==> src/rtl/mem_store_responder_if.sv <==
// Bus between the M stage / MMIO peripheral and the data-side responder.
// Handshake: the responder holds io_valid, io_addr and io_data steady until io_valid & io_ready.
interface mem_store_responder_if #(
    parameter int FIFO_DEPTH = 4
) ();
    localparam int CW = $clog2(FIFO_DEPTH) + 1;

    logic          memwriteM;
    logic [31:0]   aluoutM;
    logic [31:0]   writedataM;
    logic [31:0]   readdataM;
    logic          stallM;
    logic          io_valid;
    logic [7:0]    io_addr;
    logic [31:0]   io_data;
    logic          io_ready;
    logic [CW-1:0] fifo_count;

    modport slave (
        input  memwriteM, aluoutM, writedataM, io_ready,
        output readdataM, stallM, io_valid, io_addr, io_data, fifo_count
    );

    modport master (
        output memwriteM, aluoutM, writedataM, io_ready,
        input  readdataM, stallM, io_valid, io_addr, io_data, fifo_count
    );
endinterface

==> src/rtl/mem_store_responder.sv <==
// Memory-stage data responder: word RAM plus an MMIO region whose stores are posted
// through a small FIFO to a valid/ready peripheral port.
module mem_store_responder #(
    parameter int          RAM_WORDS    = 64,
    parameter int          FIFO_DEPTH   = 4,
    parameter logic [31:0] MMIO_BASE    = 32'hFFFF0000,
    parameter bit          DROP_ON_FULL = 1'b0
) (
    input logic                  clk,
    input logic                  reset,
    mem_store_responder_if.slave bus
);
    localparam int            AW         = $clog2(RAM_WORDS);
    localparam int            PW         = $clog2(FIFO_DEPTH);
    localparam int            CW         = PW + 1;
    localparam logic [CW-1:0] FULL_COUNT = CW'(FIFO_DEPTH);

    logic          isMmio;
    logic [AW-1:0] ramIdx;
    logic [15:0]   offset;
    logic          enqReq;
    logic          isStatusRd;
    logic          isDropRd;

    assign isMmio     = (bus.aluoutM[31:16] == MMIO_BASE[31:16]);
    assign ramIdx     = bus.aluoutM[AW+1:2];
    assign offset     = bus.aluoutM[15:0];
    // Only the first 16 word offsets of the region are posted; the rest are read-only registers.
    assign enqReq     = bus.memwriteM & isMmio & (offset[15:6] == '0);
    assign isStatusRd = isMmio & (offset[15:2] == 14'h0010);
    assign isDropRd   = isMmio & (offset[15:2] == 14'h0011);

    logic [31:0] ram [RAM_WORDS];

    always_ff @(posedge clk) begin
        if (bus.memwriteM && !isMmio) begin
            ram[ramIdx] <= bus.writedataM;
        end
    end

    logic [7:0]    addrMem [FIFO_DEPTH];
    logic [31:0]   dataMem [FIFO_DEPTH];
    logic [PW-1:0] wrPtr;
    logic [PW-1:0] rdPtr;
    logic [CW-1:0] fifoCount;
    logic [15:0]   dropCnt;
    logic          empty;
    logic          full;
    logic          deq;
    logic          accept;
    logic          reject;
    logic          stall;

    assign empty  = (fifoCount == '0);
    assign full   = (fifoCount == FULL_COUNT);
    assign deq    = !empty & bus.io_ready;
    // A dequeue in the same cycle frees the head slot, so a full FIFO can still accept.
    assign accept = enqReq & (!full | deq);
    assign reject = enqReq & !accept;

    always_ff @(posedge clk) begin
        if (accept) begin
            addrMem[wrPtr] <= offset[7:0];
            dataMem[wrPtr] <= bus.writedataM;
        end
    end

    always_ff @(posedge clk or negedge reset) begin
        if (!reset) begin
            wrPtr     <= '0;
            rdPtr     <= '0;
            fifoCount <= '0;
        end else begin
            if (accept) begin
                wrPtr <= wrPtr + 1'b1;
            end
            if (deq) begin
                rdPtr <= rdPtr + 1'b1;
            end
            case ({accept, deq})
                2'b10:   fifoCount <= fifoCount + 1'b1;
                2'b01:   fifoCount <= fifoCount - 1'b1;
                default: fifoCount <= fifoCount;
            endcase
        end
    end

    generate
        if (DROP_ON_FULL) begin : g_drop
            always_ff @(posedge clk or negedge reset) begin
                if (!reset) begin
                    dropCnt <= '0;
                end else if (reject && (dropCnt != 16'hFFFF)) begin
                    dropCnt <= dropCnt + 1'b1;
                end
            end
            assign stall = 1'b0;
        end else begin : g_stall
            // The core holds the store in M and re-presents it until it is accepted.
            assign dropCnt = '0;
            assign stall   = reject;
        end
    endgenerate

    logic [31:0] statusWord;
    logic [31:0] readData;

    assign statusWord = 32'({fifoCount, full, empty});

    always_comb begin
        readData = ram[ramIdx];
        if (isMmio) begin
            readData = '0;
            if (isStatusRd) begin
                readData = statusWord;
            end else if (isDropRd) begin
                readData = {16'b0, dropCnt};
            end
        end
    end

    assign bus.readdataM  = readData;
    assign bus.stallM     = stall;
    assign bus.io_valid   = !empty;
    assign bus.io_addr    = addrMem[rdPtr];
    assign bus.io_data    = dataMem[rdPtr];
    assign bus.fifo_count = fifoCount;
endmodule

==> src/flat_wrapper.sv <==
// flat-port wrapper written by rule: the top's interface ports become plain ports
module mem_store_responder_flat 
#(
    parameter int          RAM_WORDS    = 64,
    parameter int          FIFO_DEPTH   = 4,
    parameter logic [31:0] MMIO_BASE    = 32'hFFFF0000,
    parameter bit          DROP_ON_FULL = 1'b0
)
  (clk, reset, bus_memwriteM, bus_aluoutM, bus_writedataM, bus_io_ready, bus_readdataM, bus_stallM, bus_io_valid, bus_io_addr, bus_io_data, bus_fifo_count);
  mem_store_responder_if #(.FIFO_DEPTH(FIFO_DEPTH)) bus_i ();
  input logic clk;
  input logic reset;
  input wire logic [$bits(bus_i.memwriteM)-1:0] bus_memwriteM;
  input wire logic [$bits(bus_i.aluoutM)-1:0] bus_aluoutM;
  input wire logic [$bits(bus_i.writedataM)-1:0] bus_writedataM;
  input wire logic [$bits(bus_i.io_ready)-1:0] bus_io_ready;
  output wire logic [$bits(bus_i.readdataM)-1:0] bus_readdataM;
  output wire logic [$bits(bus_i.stallM)-1:0] bus_stallM;
  output wire logic [$bits(bus_i.io_valid)-1:0] bus_io_valid;
  output wire logic [$bits(bus_i.io_addr)-1:0] bus_io_addr;
  output wire logic [$bits(bus_i.io_data)-1:0] bus_io_data;
  output wire logic [$bits(bus_i.fifo_count)-1:0] bus_fifo_count;
  assign bus_i.memwriteM = bus_memwriteM;
  assign bus_i.aluoutM = bus_aluoutM;
  assign bus_i.writedataM = bus_writedataM;
  assign bus_i.io_ready = bus_io_ready;
  assign bus_readdataM = bus_i.readdataM;
  assign bus_stallM = bus_i.stallM;
  assign bus_io_valid = bus_i.io_valid;
  assign bus_io_addr = bus_i.io_addr;
  assign bus_io_data = bus_i.io_data;
  assign bus_fifo_count = bus_i.fifo_count;
  mem_store_responder #(.RAM_WORDS(RAM_WORDS), .FIFO_DEPTH(FIFO_DEPTH), .MMIO_BASE(MMIO_BASE), .DROP_ON_FULL(DROP_ON_FULL)) u_core (.clk(clk), .reset(reset), .bus(bus_i));
endmodule
==> config.mk <==
export PLATFORM = sky130hd
export DESIGN_NAME = mem_store_responder_flat
export DESIGN_NICKNAME = d
export VERILOG_FILES = /design/src/rtl/mem_store_responder_if.sv /design/src/rtl/mem_store_responder.sv /design/src/flat_wrapper.sv
export SDC_FILE = /design/constraint.sdc
export NUM_CORES = 2
export LEC_CHECK = 0
export CORE_UTILIZATION = 38
export CTS_CLUSTER_DIAMETER = 50
export DETAILED_ROUTE_END_ITERATION = 7
export SLEW_MARGIN = 20
export SYNTH_ARGS = -nofsm -noshare
export SYNTH_HDL_FRONTEND = slang
export SYNTH_SLANG_ARGS = --single-unit
==> constraint.sdc <==
create_clock -name clk -period 4.8 [get_ports clk]
set_input_delay 0.72 -clock clk [delete_from_list [all_inputs] [get_ports clk]]
set_output_delay 0.72 -clock clk [all_outputs]
set_load 0.01 [all_outputs]
==> impl_metrics.yaml <==
clock_tree:
  cts_made_buffers: 221
  hold_buffers: 0
  cts_buffer_depth: 3
  worst_setup_hold_path_clk_slew_ns: 0.06
  cts_tree: "built"
  cts-root-buf: "clkbuf_16"
  cts_sinks: 2215
  cts.htree.levels: 4
  insertion_delay_ns: 0.89
floorplanning:
  start_util_pct: 38.3
  die_h_um: 476
  row_count: 173
  io_pins: 145
  core_area_um2: 223000
  die_w_um: 476
  design.die.area_um2: 227000
route:
  vias: 49600
  drt-initial-drc-count: 8383
  wirelength_um: 284000
  drc: 0
  via_per_inst: 6.15
  wl_per_cell_um: 35.2
  firstDrtPassIters: 6
  postRouteAntennaNets: 0
layout:
  fillers: 18800
  final_cell_mix: "edfxtp_1, buf_4, mux2i_1"
  final_area_um2: 101000
  drive_gt1_share_pct: 24.5
  final_nets: 4984
  final-instance-count-excl-fill: 8066
  final_common_cell: "edfxtp_1"
  seq_area_um2: 66500
  multiInputGateArea_um2: 17900
  utilization_pct: 45.3
  area_delta_synth_final_pct: 18.2
run_status:
  run_status: "finished with violations"
  violations: "setup timing"
worst_setup_path:
  path_common_cell: "buf_4"
  critPathTopFamily: "compound AO/OA/AOI/OAI gates"
  r2r-end: "u_core.bus.fifo_count[2]$_DFFE_PN0P_"
  cp_max_fo: 2
  critPathCaptureType: "output port"
  worst-r2r-cell-count: 8
  worstPathCellList: "mux2_2 -> a221o_1 -> a222oi_1 -> buf_4 -> o22ai_1 -> a211oi_1 -> a21oi_1 -> buf_4 -> clkdlybuf4s50_1"
  worst-setup-path-type: "flop to output port"
  path_buf_inv: 3
  r2r_slack_ns: 2.38
  r2r-start: "u_core.bus.fifo_count[0]$_DFFE_PN0P_"
  cp_slowest_cell: "a211oi_1"
  worstPathRequired_ns: 4.08
  endpoint: "bus_readdataM[27]"
  crit_start: "u_core.ram[38][27]$_DFFE_PP_"
  cp_num_cells: 9
  slowest_delay_ns: 0.73
  arrival_ns: 4.17
  setup.worst_path.start_class: "flop"
synth:
  syn-num-nets: 4467
  ys_async_sr_fraction_pct: 0.316
  synth_seq_cells: 2215
  syn_area_per_cell_um2: 19.4
  synth_area_um2: 85400
  yosys.area.top_type: "edfxtp_1"
  synth.distinct_cells: 75
  synth-edff-count: 2208
  synth_warnings: 0
  synth_cells: 4393
  ys_seq_area_share_pct: 77.9
  ys.flop_type: "edfxtp_1"
  synth_top_area_share_pct: 77.6
  yosys-top-cells-area: "edfxtp_1, mux4_2, mux2i_1, mux2_2, a221oi_1"
pwr:
  power.leakage_uw: 0.0324
  swShare_pct: 23.5
  ir_drop_mv: 0.339
  combPwrFrac_pct: 8.7
  p_int_uw: 32100
  seqPwrFrac_pct: 51.6
  power_density_nw_per_um2: 415
  switchingPower_uw: 9830
  p_clk_share_pct: 39.7
global_route:
  track_usage_pct: 24.7
  gr-total-overflow: 0
  grt_pass1_wl_um: 387000
  antenna_found_initial: 13
  grt_start_max_net_pins: 69
  first_global_vias: 47000
timing:
  fin_ws_ns: -0.0856
  timing.final.crit_period_ns: 4.89
  rsz0062_at_grt: "false"
  slew_violations: 0
  finClkSkew_ns: 0.0581
  fmax_mhz: 205
  worst_pin_slew_ns: 1.23
  relSlewSlack_pct: 18.0
  min_period_over_period_pct: 102
  hold_viol_final: 0
  setup_viol: 2
place:
  place_congestion: 0.889
  placed_area_um2: 93800
  post-place-ws_ns: -0.632
  place_hpwl_um: 174000
  dp.cells: 7658
  port_buffers: 144
min_path:
  min_path_type: "primary input to async pin"
run:
  maxCapViolations: 0
[timing repair]
| item | CTS | global route |
|---|---|---|
| pin swaps | 2 | 0 |
| resized for setup | 15 | 10 |
| setup endpoints to repair | 17 | 11 |
| buffers inserted | 4 | 0 |
[per-stage QoR]
step           hold slack (ns)  setup TNS [ns]  power (uW)
6_report                 0.163          -0.108       41900
5_1_grt                  0.129               0       42900
4_1_cts                  0.102         -0.0276       42000
3_5_place_dp             0.579           -8.31       25700
3_3_place_gp             0.551           -5.10       25600
2_1_floorplan            0.424               0       23600
[worst min path at each step]
stage,start,end
after global routing,bus_writedataM[20],u_core.ram[41][20]$_DFFE_PP_
after detailed placement,u_core.wrPtr[1]$_DFFE_PN0P_,u_core.wrPtr[1]$_DFFE_PN0P_
after CTS,bus_writedataM[20],u_core.ram[41][20]$_DFFE_PP_
after global placement,u_core.wrPtr[1]$_DFFE_PN0P_,u_core.wrPtr[1]$_DFFE_PN0P_
final,reset,u_core.rdPtr[1]$_DFFE_PN0P_
after floorplan,reset,u_core.bus.fifo_count[0]$_DFFE_PN0P_
[layer usage]
layer  vias to the layer above  wire (um)  share of wire [%]  global-route usage, %
met1                     26100     112000                 39                   34.9
met3                       498      33900                 12                   5.92
li1                      19500          -                  -                      -
met4                         4       9730                3.4                   7.95
met2                      3511     128000                 45                   37.7
met5                         -         50              0.018                      0
[power groups by stage]
| stage | logic (uW) | registers (uW) | clock network (uW) |
|---|---|---|---|
| final | 3650 | 21600 | 16600 |
| after global placement | 3570 | 22100 | 0 |
| after detailed placement | 3600 | 22100 | 0 |
| after CTS | 3620 | 21700 | 16800 |
| after floorplan | 1720 | 21900 | 0 |
| after global routing | 3800 | 21700 | 17400 |
[kinds of logic (layout without fill, tap and decap cells)]
family | Yosys count | count (layout) | synth area share (%)
compound gates | 877 | 877 | 7.75
xor+xnor | 6 | 6 | 0.0616
fa+ha+maj | 6 | 6 | 0.0967
buf+inv | 325 | 1017 | 2.05
flops | 2215 | 2215 | 77.9
mux | 619 | 619 | 10.2
other cells | 0 | 6 | 0
simple gates | 345 | 345 | 1.95
[registers in the layout (all words and copies together) (netlist names)]
register	count
u_core.addrMem	32
u_core.bus.fifo_count	3
u_core.ram	2048
u_core.rdPtr	2
u_core.wrPtr	2
u_core.dataMem	128
[layout make-up]
cell class / count / area share, %
antenna: 6 / 0.0149
sequential: 2215 / 65.9
multi-input combinational: 1853 / 17.7
clock inverter: 124 / 1.18
clock buffer: 274 / 5.68
tap: 2975 / 3.69
timing repair buffer: 598 / 5.78
inverter: 21 / 0.0880
[worst register-to-register path, stage by stage, from the launching register on]
cell,delay [ns]
dfrtp_1,0.61
or3_1,0.27
and2_1,0.37
ha_1,0.26
inv_1,0.06
fa_1,0.37
xor2_1,0.15
nor2_1,0.11
xor2_1,0.15
[Yosys cell counts, types with 6 or more instances]
library cell,n
a211o_1,8
a211oi_1,13
a21oi_1,93
a221o_1,70
a221oi_1,185
a222oi_1,18
a22o_1,27
a22oi_1,103
a2bb2oi_1,6
a31oi_1,55
and2_1,12
and3_1,6
and4_1,10
buf_1,21
buf_2,114
buf_4,64
buf_6,18
clkbuf_1,86
dfrtp_1,7
edfxtp_1,2208
inv_1,19
mux2_2,152
mux2i_1,274
mux4_2,187
nand2_1,87
nand2b_1,8
nand3_1,16
nor2_1,145
nor2b_1,8
nor3_1,6
nor4b_1,9
o211ai_1,7
o21a_1,6
o21ai_0,68
o221ai_1,13
o22a_1,25
o22ai_1,115
o2bb2ai_1,20
o32ai_1,14
(Power assumes the default switching activity.)
